[src/rtl/cla_serial_addsub_ctrl.sv]
// ---------------------------------------------------------------------------
// cla_serial_addsub_ctrl
//
// Purpose:
//   Sequences a W-bit add or subtract (W = 4*NIBBLES) through one shared
//   4-bit carry-lookahead add/sub slice. It handles one nibble per clock,
//   least-significant nibble first. The carry out of each nibble is
//   registered and fed back as the carry-in of the next nibble. Subtract
//   sets slice mode=1, so the slice inverts B, and seeds the first carry-in
//   with 1. Together these form A + ~B + 1.
//
// Ports:
//   clk         in   system clock, rising edge
//   reset       in   synchronous, active-high reset
//   start       in   operation request, sampled only in IDLE
//   op_sub      in   0 = A+B, 1 = A-B (latched with start)
//   op_a, op_b  in   W-bit operands (latched with start)
//   busy        out  high while nibbles are being processed (RUN)
//   done        out  one-cycle pulse; result fields valid from this cycle
//   result      out  W-bit sum/difference, held until the next accepted start
//   carry_out   out  final carry; for subtract 1 = no borrow (A >= B)
//   overflow    out  two's-complement overflow of the W-bit operation
//   adder_a/b   out  current operand nibbles to the slice (0 outside RUN)
//   adder_mode  out  slice mode = latched op_sub (0 outside RUN)
//   adder_cin   out  slice carry-in (0 outside RUN)
//   adder_sum   in   slice sum, combinational from adder_* outputs
//   adder_cout  in   slice carry out of bit 3
// ---------------------------------------------------------------------------
module cla_serial_addsub_ctrl #(
    parameter int NIBBLES = 4          // operand width in nibbles, 1..16
) (
    input  logic                   clk,
    input  logic                   reset,
    input  logic                   start,
    input  logic                   op_sub,
    input  logic [4*NIBBLES-1:0]   op_a,
    input  logic [4*NIBBLES-1:0]   op_b,
    output logic                   busy,
    output logic                   done,
    output logic [4*NIBBLES-1:0]   result,
    output logic                   carry_out,
    output logic                   overflow,
    output logic [3:0]             adder_a,
    output logic [3:0]             adder_b,
    output logic                   adder_mode,
    output logic                   adder_cin,
    input  logic [3:0]             adder_sum,
    input  logic                   adder_cout
);

    localparam int W     = 4 * NIBBLES;
    localparam int IDX_W = (NIBBLES > 1) ? $clog2(NIBBLES) : 1;

    typedef enum logic [1:0] {
        ST_IDLE = 2'd0,
        ST_RUN  = 2'd1,
        ST_DONE = 2'd2
    } state_t;

    state_t             state_q, state_d;
    logic [W-1:0]       a_q, a_d;
    logic [W-1:0]       b_q, b_d;
    logic               sub_q, sub_d;
    logic [IDX_W-1:0]   idx_q, idx_d;
    logic               carry_q, carry_d;
    logic [W-1:0]       result_q, result_d;
    logic               carry_out_q, carry_out_d;
    logic               overflow_q, overflow_d;

    // Datapath helpers for the nibble currently in the slice
    logic [IDX_W+1:0]   bit_shift;     // 4*idx, used as a shift amount
    logic [W-1:0]       a_shift;
    logic [W-1:0]       b_shift;
    logic [W-1:0]       nib_mask;
    logic [W-1:0]       sum_placed;
    logic               last_nibble;
    logic               ovf_final;

    // -----------------------------------------------------------------------
    // Nibble selection and result merge
    // -----------------------------------------------------------------------
    always_comb begin
        bit_shift   = {idx_q, 2'b00};
        a_shift     = a_q >> bit_shift;
        b_shift     = b_q >> bit_shift;
        nib_mask    = W'(4'hF) << bit_shift;
        sum_placed  = W'(adder_sum) << bit_shift;
        last_nibble = (idx_q == IDX_W'(NIBBLES - 1));
        // Both forms compare the operand signs as the user sees them. B is
        // un-inverted here. Subtract overflows only when the signs differ.
        // Add overflows only when they match. In both cases the sign of the
        // result must also differ from A.
        ovf_final   = (((a_q[W-1] ^ b_q[W-1]) == sub_q) &&
                       (adder_sum[3] != a_q[W-1]));
    end

    // The slice sees zeros unless this block is actively using it, so it
    // can be shared with other users while we are idle or done.
    always_comb begin
        if (state_q == ST_RUN) begin
            adder_a    = a_shift[3:0];
            adder_b    = b_shift[3:0];
            adder_mode = sub_q;
            adder_cin  = carry_q;
        end else begin
            adder_a    = 4'h0;
            adder_b    = 4'h0;
            adder_mode = 1'b0;
            adder_cin  = 1'b0;
        end
    end

    // -----------------------------------------------------------------------
    // Next-state logic
    // -----------------------------------------------------------------------
    always_comb begin
        // NOTE: every signal driven here gets a default first. A path that
        // leaves one unassigned would infer a latch.
        state_d     = state_q;
        a_d         = a_q;
        b_d         = b_q;
        sub_d       = sub_q;
        idx_d       = idx_q;
        carry_d     = carry_q;
        result_d    = result_q;
        carry_out_d = carry_out_q;
        overflow_d  = overflow_q;

        case (state_q)
            ST_IDLE: begin
                if (start) begin
                    a_d         = op_a;
                    b_d         = op_b;
                    sub_d       = op_sub;
                    idx_d       = '0;
                    carry_d     = op_sub;   // the +1 of two's-complement subtract
                    result_d    = '0;
                    carry_out_d = 1'b0;
                    overflow_d  = 1'b0;
                    state_d     = ST_RUN;
                end
            end

            ST_RUN: begin
                result_d = (result_q & ~nib_mask) | sum_placed;
                carry_d  = adder_cout;
                idx_d    = idx_q + IDX_W'(1);
                if (last_nibble) begin
                    idx_d       = '0;
                    carry_out_d = adder_cout;
                    overflow_d  = ovf_final;
                    state_d     = ST_DONE;
                end
            end

            ST_DONE: begin
                // Any start seen here is dropped. A caller must re-issue it
                // in a later IDLE cycle.
                state_d = ST_IDLE;
            end

            default: begin
                state_d = ST_IDLE;
            end
        endcase
    end

    // -----------------------------------------------------------------------
    // State registers
    // -----------------------------------------------------------------------
    always_ff @(posedge clk) begin
        // NOTE: non-blocking assignments only. Every register samples its
        // _d value from before this edge, whatever order the lines appear in.
        if (reset) begin
            state_q     <= ST_IDLE;
            // NOTE: the operand registers are reset as well, although only
            // RUN reads them. This keeps unknowns out of the slice inputs and
            // out of equivalence checks after reset.
            a_q         <= '0;
            b_q         <= '0;
            sub_q       <= 1'b0;
            idx_q       <= '0;
            carry_q     <= 1'b0;
            result_q    <= '0;
            carry_out_q <= 1'b0;
            overflow_q  <= 1'b0;
        end else begin
            state_q     <= state_d;
            a_q         <= a_d;
            b_q         <= b_d;
            sub_q       <= sub_d;
            idx_q       <= idx_d;
            carry_q     <= carry_d;
            result_q    <= result_d;
            carry_out_q <= carry_out_d;
            overflow_q  <= overflow_d;
        end
    end

    // -----------------------------------------------------------------------
    // Outputs
    // -----------------------------------------------------------------------
    assign busy      = (state_q == ST_RUN);
    assign done      = (state_q == ST_DONE);
    assign result    = result_q;
    assign carry_out = carry_out_q;
    assign overflow  = overflow_q;

endmodule

[config.mk]
export PLATFORM = sky130hd
export DESIGN_NAME = cla_serial_addsub_ctrl
export DESIGN_NICKNAME = d
export VERILOG_FILES = /design/src/rtl/cla_serial_addsub_ctrl.sv
export SDC_FILE = /design/constraint.sdc
export NUM_CORES = 1
export LEC_CHECK = 0
export ABC_AREA = 1
export BUFFER_PORTS_ARGS = -buffer_cell sky130_fd_sc_hd__buf_2
export CORE_UTILIZATION = 46
export CTS_CLUSTER_SIZE = 10
export DETAILED_ROUTE_END_ITERATION = 8
export GPL_TIMING_DRIVEN = 0
export PLACE_DENSITY = 0.75
export RECOVER_POWER = 50
export SKIP_LAST_GASP = 1
export SYNTH_ARGS = -nofsm -noshare
export SYNTH_HDL_FRONTEND = slang
export SYNTH_SLANG_ARGS = --single-unit
[constraint.sdc]
create_clock -name clk -period 1.5 [get_ports clk]
set_input_delay 0.15 -clock clk [delete_from_list [all_inputs] [get_ports clk]]
set_output_delay 0.15 -clock clk [all_outputs]
set_load 0.005 [all_outputs]
* Word-level counts from Yosys, hierarchy flattened
Index checks and enable logic that the tools add are counted.
** Word-level totals
- Flip-flop bits (word level) :: 56
- Output and inout port bits :: 30
** Cells by class
- $add $sub $neg :: 1
- Equality and inequality tests :: 7
- Shift-type cells :: 4
- Multiplexer cells :: 19
- Bitwise logic cells :: 4
- Reduce and logical (&&, ||, !) cells :: 7
** Operators by type and width (count)
- case mux 16 bit (2 select lines) :: 1
- >> shifter 16 x 4 -> 4 bit :: 2
- bitwise AND 16 bit :: 1
- two-way mux 16 bit :: 1
- inverter 16 bit :: 1
- OR 16 bit :: 1
- left shift 4 x 4 -> 16 bit :: 1
- left shift 4 x 4 -> 16 bit, first input constant :: 1
- two-way mux 2 bit :: 4
- two-way mux 4 bit :: 2
- case mux 2 bit (2 select lines) :: 2
- two-way mux 1 bit :: 6
- case mux 1 bit (2 select lines) :: 3
- AND reduction 2 bit :: 3
- == test 2 bit, second input constant :: 2
- AND reduction 3 bit :: 1
- adder 2 x 1 -> 2 bit, second input constant :: 1
- == test 2 x 1 -> 1 bit, second input constant :: 1
- zero test 2 bit :: 1
- inequality test 2 x 1 -> 1 bit, second input constant :: 1
- inequality test 2 bit, second input constant :: 1
- nonzero test 2 bit :: 1
- == test 1 bit :: 1
- logical AND 1 bit :: 1
- other kinds (2) :: 2

* Logic depth before layout (Yosys ltp)
Gate-level depths: netlist of run 1.
- Word-level depth :: 5
- Mapped depth :: 7
- Mapped depth without buffers :: 7

* Least setup slack after synthesis of run 1
Ideal clock, no wire load.
- Path type :: register to register
- From :: register idx_q[1]
- To :: register result_q[1], in the netlist result[1]
- Setup time :: 0.087 ns
- Data arrival time :: 1.288 ns
- Slack :: 0.125 ns
- Stages on the path, launching flop included :: 8
- Path buffers :: 2
- Clock period less this slack :: 1.375 ns
- Cell sequence :: dfxtp_1 buf_2 inv_1 buf_2 ha_1 o21ai_2 nand2_1 o31ai_1
** On the way
- Longest elaborated chain between the ends :: 5
** Ends and longest elaborated chain
- start, declared :: RTL line 64 : logic [IDX_W-1:0] idx_q, idx_d;
- start signal, assigned :: RTL line 192 : idx_q <= idx_d;
- left shift 4 x 4 -> 16 bit :: RTL line 86 : nib_mask = W'(4'hF) << bit_shift;
- inverter 16 bit :: RTL line 145 : result_d = (result_q & ~nib_mask) | sum_placed;
- bitwise AND 16 bit :: RTL line 145
- OR 16 bit (*) :: RTL line 145
- case mux 16 bit (2 select lines) (*) :: RTL line 129 : case (state_q)
- end signal, assigned :: RTL line 194 : result_q <= result_d;
- end, declared :: RTL line 66 : logic [W-1:0] result_q, result_d;
Every way passes the cells marked *; elsewhere a longest branch is shown, timed or not.
A chain may end at the register's enable or synchronous reset.

* Final worst setup path of run 1
- From :: register idx_q[0]
- To :: output adder_a[0]
** On the way
- Longest elaborated chain between the ends :: 2
** Ends and longest elaborated chain
- >> shifter 16 x 4 -> 4 bit :: RTL line 84 : a_shift = a_q >> bit_shift;
- two-way mux 4 bit :: RTL line 100 : if (state_q == ST_RUN) begin
- end, declared :: RTL line 43 : output logic [3:0] adder_a,
Every way passes these cells.

==> metrics, run 1 <==
clock sinks 56; Pre-antenna DRT Iters 5; number of global-route vias before repair 2,088; Setup crit start kind flip-flop; failing checks negative setup slack; clock skew 0.007329 ns; clock tree from TritonCTS built; max_slew headroom 72.16%; Critical Path RT 1.35 ns; most common cell in the netlist nor2_1; final cell count without fillers 478; global-route wire length before repair 9577 um; Post-synth EDFFs 0; GRT Total Usage 22.95%; MaxCap Viol Count 0; Reg-to-Reg End result[1]; Lkg Pwr 0.001363 uW; Antenna Cells 0; RePlAce Congestion 0.8145; Ports 71; synth-to-layout area growth 25.87%; Die Ht 74.36 um; worst hold slack 0.02501 ns; worst slew pin tran 0.4177 ns; Slew Viols, Final 0; power per cell area 1072 nW/um2; r2r worst-path depth 6; worst-case clock buffer depth 2; Yosys reg bits 56; dpl hpwl 4269 um; Fmax 0.6466 GHz; Yosys top cell by area dfxtp_1; final net count 456; Mapped Cells 329; Die Area 5529 um2; Min-Delay Path Depth 2; antenna violations before repair 0; core area 4880 um2; synth top area cells dfxtp_1 (47%), nor2_1 (16%), o21ai_0 (11%); TritonCTS Buffers 5; kind of critical path reg2out; share of cells above drive strength 1 24.82%; Worst EP arrival 1.40 ns; Mapped Nets 375; Final Cycle Share 103.1%; top-area cell type share of the netlist area 46.55%; Routed Antenna Nets 0; commonest cells in the netlist nor2_1 (100), dfxtp_1 (56), o21ai_0 (53); R2R setup slack 0.06 ns; peak supply drop 0.4944 mV; Synth Warn # 0; Die Wd 74.36 um; CP startpoint idx_q[0]; Inst Count DP 466; Setup crit end adder_a[0]; synth unique cells 23; drt via density 4.939; DRC viols 0; type of the most critical hold path in2reg; Port Buffers 70; initial core utilization 49.36%; reg-to-reg startpoint idx_q[1]; Worst-Skew Late Latency 0.32 ns; Setup-failing EPs final 7; ys flop type dfxtp_1; final WL 5943 um; DR WL/cell 12.43 um; area of the mapped netlist 2409 um2; fraction of registers with async set/reset 0%; post-synthesis sequential area ratio 46.55%; setup TNS -0.1932 ns; RSZ-0062 raised after global routing yes; Critical Path End Type output port; crit path time final 1.546 ns; Final Hold Fails 0; worst setup margin -0.04646 ns; Rows 25; clock-pin slew on the worst setup and hold paths 0.09 ns; H-tree Lvls 2; Clock Tree Root clkbuf_8; Crit Path Max Fanout 11; syn_area_per_cell 7.321 um2; GRT overflow 0; Iter 0 DRT Violations 154; outcome finished with violations; largest net degree at the start of global routing 17; via count 2,361
-- placed cells by master, fill, tap and decap left out, types with 3 or more instances in the layout --
cell type / instances
buf_2: 62
o31ai_1: 10
o21ai_2: 5
nand3_1: 5
dfxtp_1: 54
nand2_1: 39
o21ai_1: 10
nor2_1: 99
o21ai_0: 45
clkbuf_8: 7
inv_2: 3
inv_1: 10
clkbuf_1: 16
buf_6: 4
buf_4: 8
a21oi_1: 12
ha_1: 5
-- critical path, stage by stage (launching register included) --
cell     delay, ns
dfxtp_4       0.42
inv_1         0.07
buf_4         0.19
o21ai_1       0.20
a21oi_2       0.08
buf_2         0.13
-- final cells by class --
cell class | count | area [um2]
Timing Repair Buffer | 75 | 379.1
Sequential cell | 56 | 1129
Buffer | 18 | 123.9
Clock buffer | 7 | 96.34
Inverter | 14 | 56.30
Multi-Input combinational cell | 240 | 1134
Clock inverter | 1 | 30.03
Fill cell | 494 | 1848
Tap cell | 67 | 83.83
-- power breakdown --
| group | switching, uW | internal (uW) |
|---|---|---|
| Combinational | 312 | 219 |
| Clock | 494 | 590 |
| Sequential | 56.2 | 1580 |
-- per-layer routing --
layer,routed length [um],global-route usage (%)
met1,2707,29.87
met3,394,6.098
met2,2795,37.84
met4,46,5.660
met5,0,0
-- state kept, by name (all words and copies together), names as in the netlist --
register   count
result        16
overflow       1
carry_q        1
carry_out      1
b_q           16
a_q           16
state_q        2
idx_q          2
sub_q          1
-- how the worst min path moves through the flow --
stage / startpoint / to
final: reset / sub_q
after global routing: reset / sub_q
after floorplan: reset / sub_q
after detailed placement: reset / sub_q
after global placement: reset / sub_q
after CTS: reset / sub_q
-- metrics by stage --
step	power (uW)	util, %	setup slack (ns)	instance area [um2]
global placement	2153	58.26	-0.1408	2843
detailed placement	2166	58.26	-0.1763	2843
global route	3428	62.13	-0.1234	3032
finish	3251	62.13	-0.04646	3032
CTS	3236	62.00	-0.1016	3025
floorplan	1986	-	0.1248	2409
-- what timing repair did --
item,in CTS,in global routing
setup buffers,2,3
pin swaps,4,10
hold buffers,0,0
setup endpoints to repair,19,19
resized for setup,19,17
-- cells by family (layout without fill, tap and decap cells) --
logic type	after synthesis	after routing	share of synthesized area, %
flops	56	56	46.55
compound gates	86	86	19.84
fa+ha+maj	5	5	2.597
simple gates	149	149	24.62
buf+inv	33	115	6.389
(Power assumes the default switching activity.)
==> run 2, diff against run 1 <==
BUFFER_PORTS_ARGS = -buffer_cell sky130_fd_sc_hd__buf_4   (was -buffer_cell sky130_fd_sc_hd__buf_2)
==> metrics, run 2 (synthesized netlist as in run 1, its figures left out) <==
CTS Hold Bufs 0 (unchanged); R2R setup slack 0.02 ns (-0.04 ns); r2r worst-path depth 9 (+3); Fmax 0.6282 GHz (-2.9%); worst slew pin tran 0.4086 ns (-0.009074 ns); worst setup margin -0.09194 ns (-0.04547 ns); Critical Path RT 1.35 ns (about the same); Design Area, Final 3229 um2 (+6.5%); Pint 2234 uW (-6.5%); core area 4880 um2 (unchanged); Final Hold Fails 0 (unchanged); max_slew headroom 72.76% (+0.60 points); Seq pwr share 52.7% (+2.4 points); final WL 6103 um (+2.7%); final net count 457 (+0.22%); RePlAce Congestion 0.8169 (+0.29%); peak supply drop 0.5542 mV (+12%); clock sinks 56 (unchanged); Critical Path End Type output port; Setup-failing EPs final 7 (unchanged); reg-to-reg startpoint idx_q[0]; GRT overflow 0 (unchanged); DR WL/cell 12.74 um (+2.5%); dpl cell area 3018 um2 (+6.2%); Ports 71 (unchanged); outcome finished with violations; sw power 870.9 uW (+1.0%); via count 2,384 (+0.97%); Worst EP arrival 1.44 ns (+0.04 ns); type of the most critical hold path in2reg; clock skew 0.01111 ns (+0.003776 ns); antenna violations before repair 0 (unchanged); Setup crit start kind flip-flop; Min-Delay Path Depth 2 (unchanged); Rows 25 (unchanged); clock tree from TritonCTS built; Net Sw Frac 28.05% (+1.5 points); Iter 0 DRT Violations 126 (-18%); power per cell area 961.5 nW/um2 (-10%); Pre-antenna DRT Iters 4 (-1); Die Ht 74.36 um (unchanged); Lkg Pwr 0.001431 uW (+5.0%); H-tree Lvls 2 (unchanged); RSZ-0062 raised after global routing yes; crit path time final 1.592 ns (+0.04547 ns); initial core utilization 49.36% (unchanged); Die Wd 74.36 um (unchanged); Final Cycle Share 106.1% (+3.0 points); Antenna Cells 0 (unchanged); Slew Viols, Final 0 (unchanged); hold path start reset; drt via density 4.977 (+0.76%); Crit Path Max Fanout 6 (-5); kind of critical path reg2out; fill count 463 (-6.3%); most frequent cells in the layout nor2_1 (96), buf_4 (65), dfxtp_1 (52), o21ai_0 (44), nand2_1 (39); Routed Antenna Nets 0 (unchanged); TritonCTS Buffers 5 (unchanged); worst-case clock buffer depth 2 (unchanged); dpl hpwl 4296 um (+0.63%); number of global-route vias before repair 2,094 (+0.29%); largest net degree at the start of global routing 17 (unchanged); GRT Total Usage 22.86% (-0.085 points); Port Buffers 70 (unchanged); global-route wire length before repair 9425 um (-1.6%); share of cells above drive strength 1 28.88% (+4.1 points); combinational fraction of design power 19.3% (+3.0 points); DRC viols 0 (unchanged); Reg-to-Reg End overflow; Die Area 5529 um2 (unchanged); Worst-Skew Late Latency 0.31 ns (about the same); clock-pin slew on the worst setup and hold paths 0.10 ns (about the same); failing checks negative setup slack; Min-Delay Endpoint sub_q; setup TNS -0.3505 ns (-0.1572 ns); Clock Tree Root clkbuf_8; clock share of power 27.9% (-5.4 points); commonest non-fill, non-tap cell in the layout nor2_1; synth-to-layout area growth 34.08%; MaxCap Viol Count 0 (unchanged)
run 2: critical path: stages (launching register included):
cell and delay [ns]:
dfxtp_4 0.42, clkbuf_2 0.18, nor2_1 0.06, nor2_1 0.09, o21ai_1 0.08, a21oi_2 0.16, buf_4 0.13
run 2: final cells by class:
cell class              instances  area, um2  share of cell area, %
plain buffers                  18      123.9                  3.836
clock buffers                   7      86.33                  2.673
clock inverters                 1      7.507                 0.2325
inverters                      14      56.30                  1.744
multi-input cells             240       1155                  35.76
flip-flops and latches         56       1131                  35.03
well taps                      67      83.83                  2.596
repair buffers                 76      585.6                  18.13
run 2: how the worst max path moves through the flow:
stage | cells after the start | startpoint | endpoint
after floorplan | 7 | idx_q[1] | result[1]
after global placement | 7 | idx_q[1] | result[2]
after detailed placement | 7 | idx_q[1] | result[6]
after CTS | 6 | idx_q[1] | adder_a[0]
after global routing | 6 | idx_q[0] | adder_a[1]
final | 6 | idx_q[0] | adder_a[0]
run 2: power by group through the flow:
| stage | logic [uW] | clock network (uW) | registers (uW) |
|---|---|---|---|
| final | 600 | 868 | 1640 |
| after floorplan | 330 | 0 | 1660 |
| after CTS | 565 | 879 | 1640 |
| after global routing | 668 | 957 | 1650 |
| after detailed placement | 542 | 0 | 1670 |
| after global placement | 535 | 0 | 1660 |
run 2: per-layer routing:
layer,part of all wire [%],up-vias,wire [um],GRT usage (%)
li1,-,1234,-,-
met1,45,1072,2769,29.29
met2,48,72,2938,37.54
met3,5.7,6,348,5.691
met4,0.75,0,46,7.757
met5,0,-,0,0
run 2: metrics by stage:
| stage | power, uW | hold WS [ns] | setup slack, ns | utilization, % | instances |
|---|---|---|---|---|---|
| after floorplan | 1986 | 0.2191 | 0.1248 | - | 329 |
| after global placement | 2200 | 0.3381 | -0.1399 | 61.85 | 466 |
| after CTS | 3080 | 0.007741 | -0.1045 | 64.95 | 476 |
| after global routing | 3276 | 0.006435 | -0.1721 | 66.18 | 479 |
| after detailed placement | 2210 | 0.3386 | -0.1676 | 61.85 | 466 |
| final | 3105 | 0.01586 | -0.09194 | 66.18 | 479 |
run 2: repair_timing:
item                                    4_1_cts  5_1_grt
pin swaps                                    10        9
endpoints found under the setup margin       19       18
buffers inserted                              2        3
cloned                                        0        1
resized for setup                            21       16
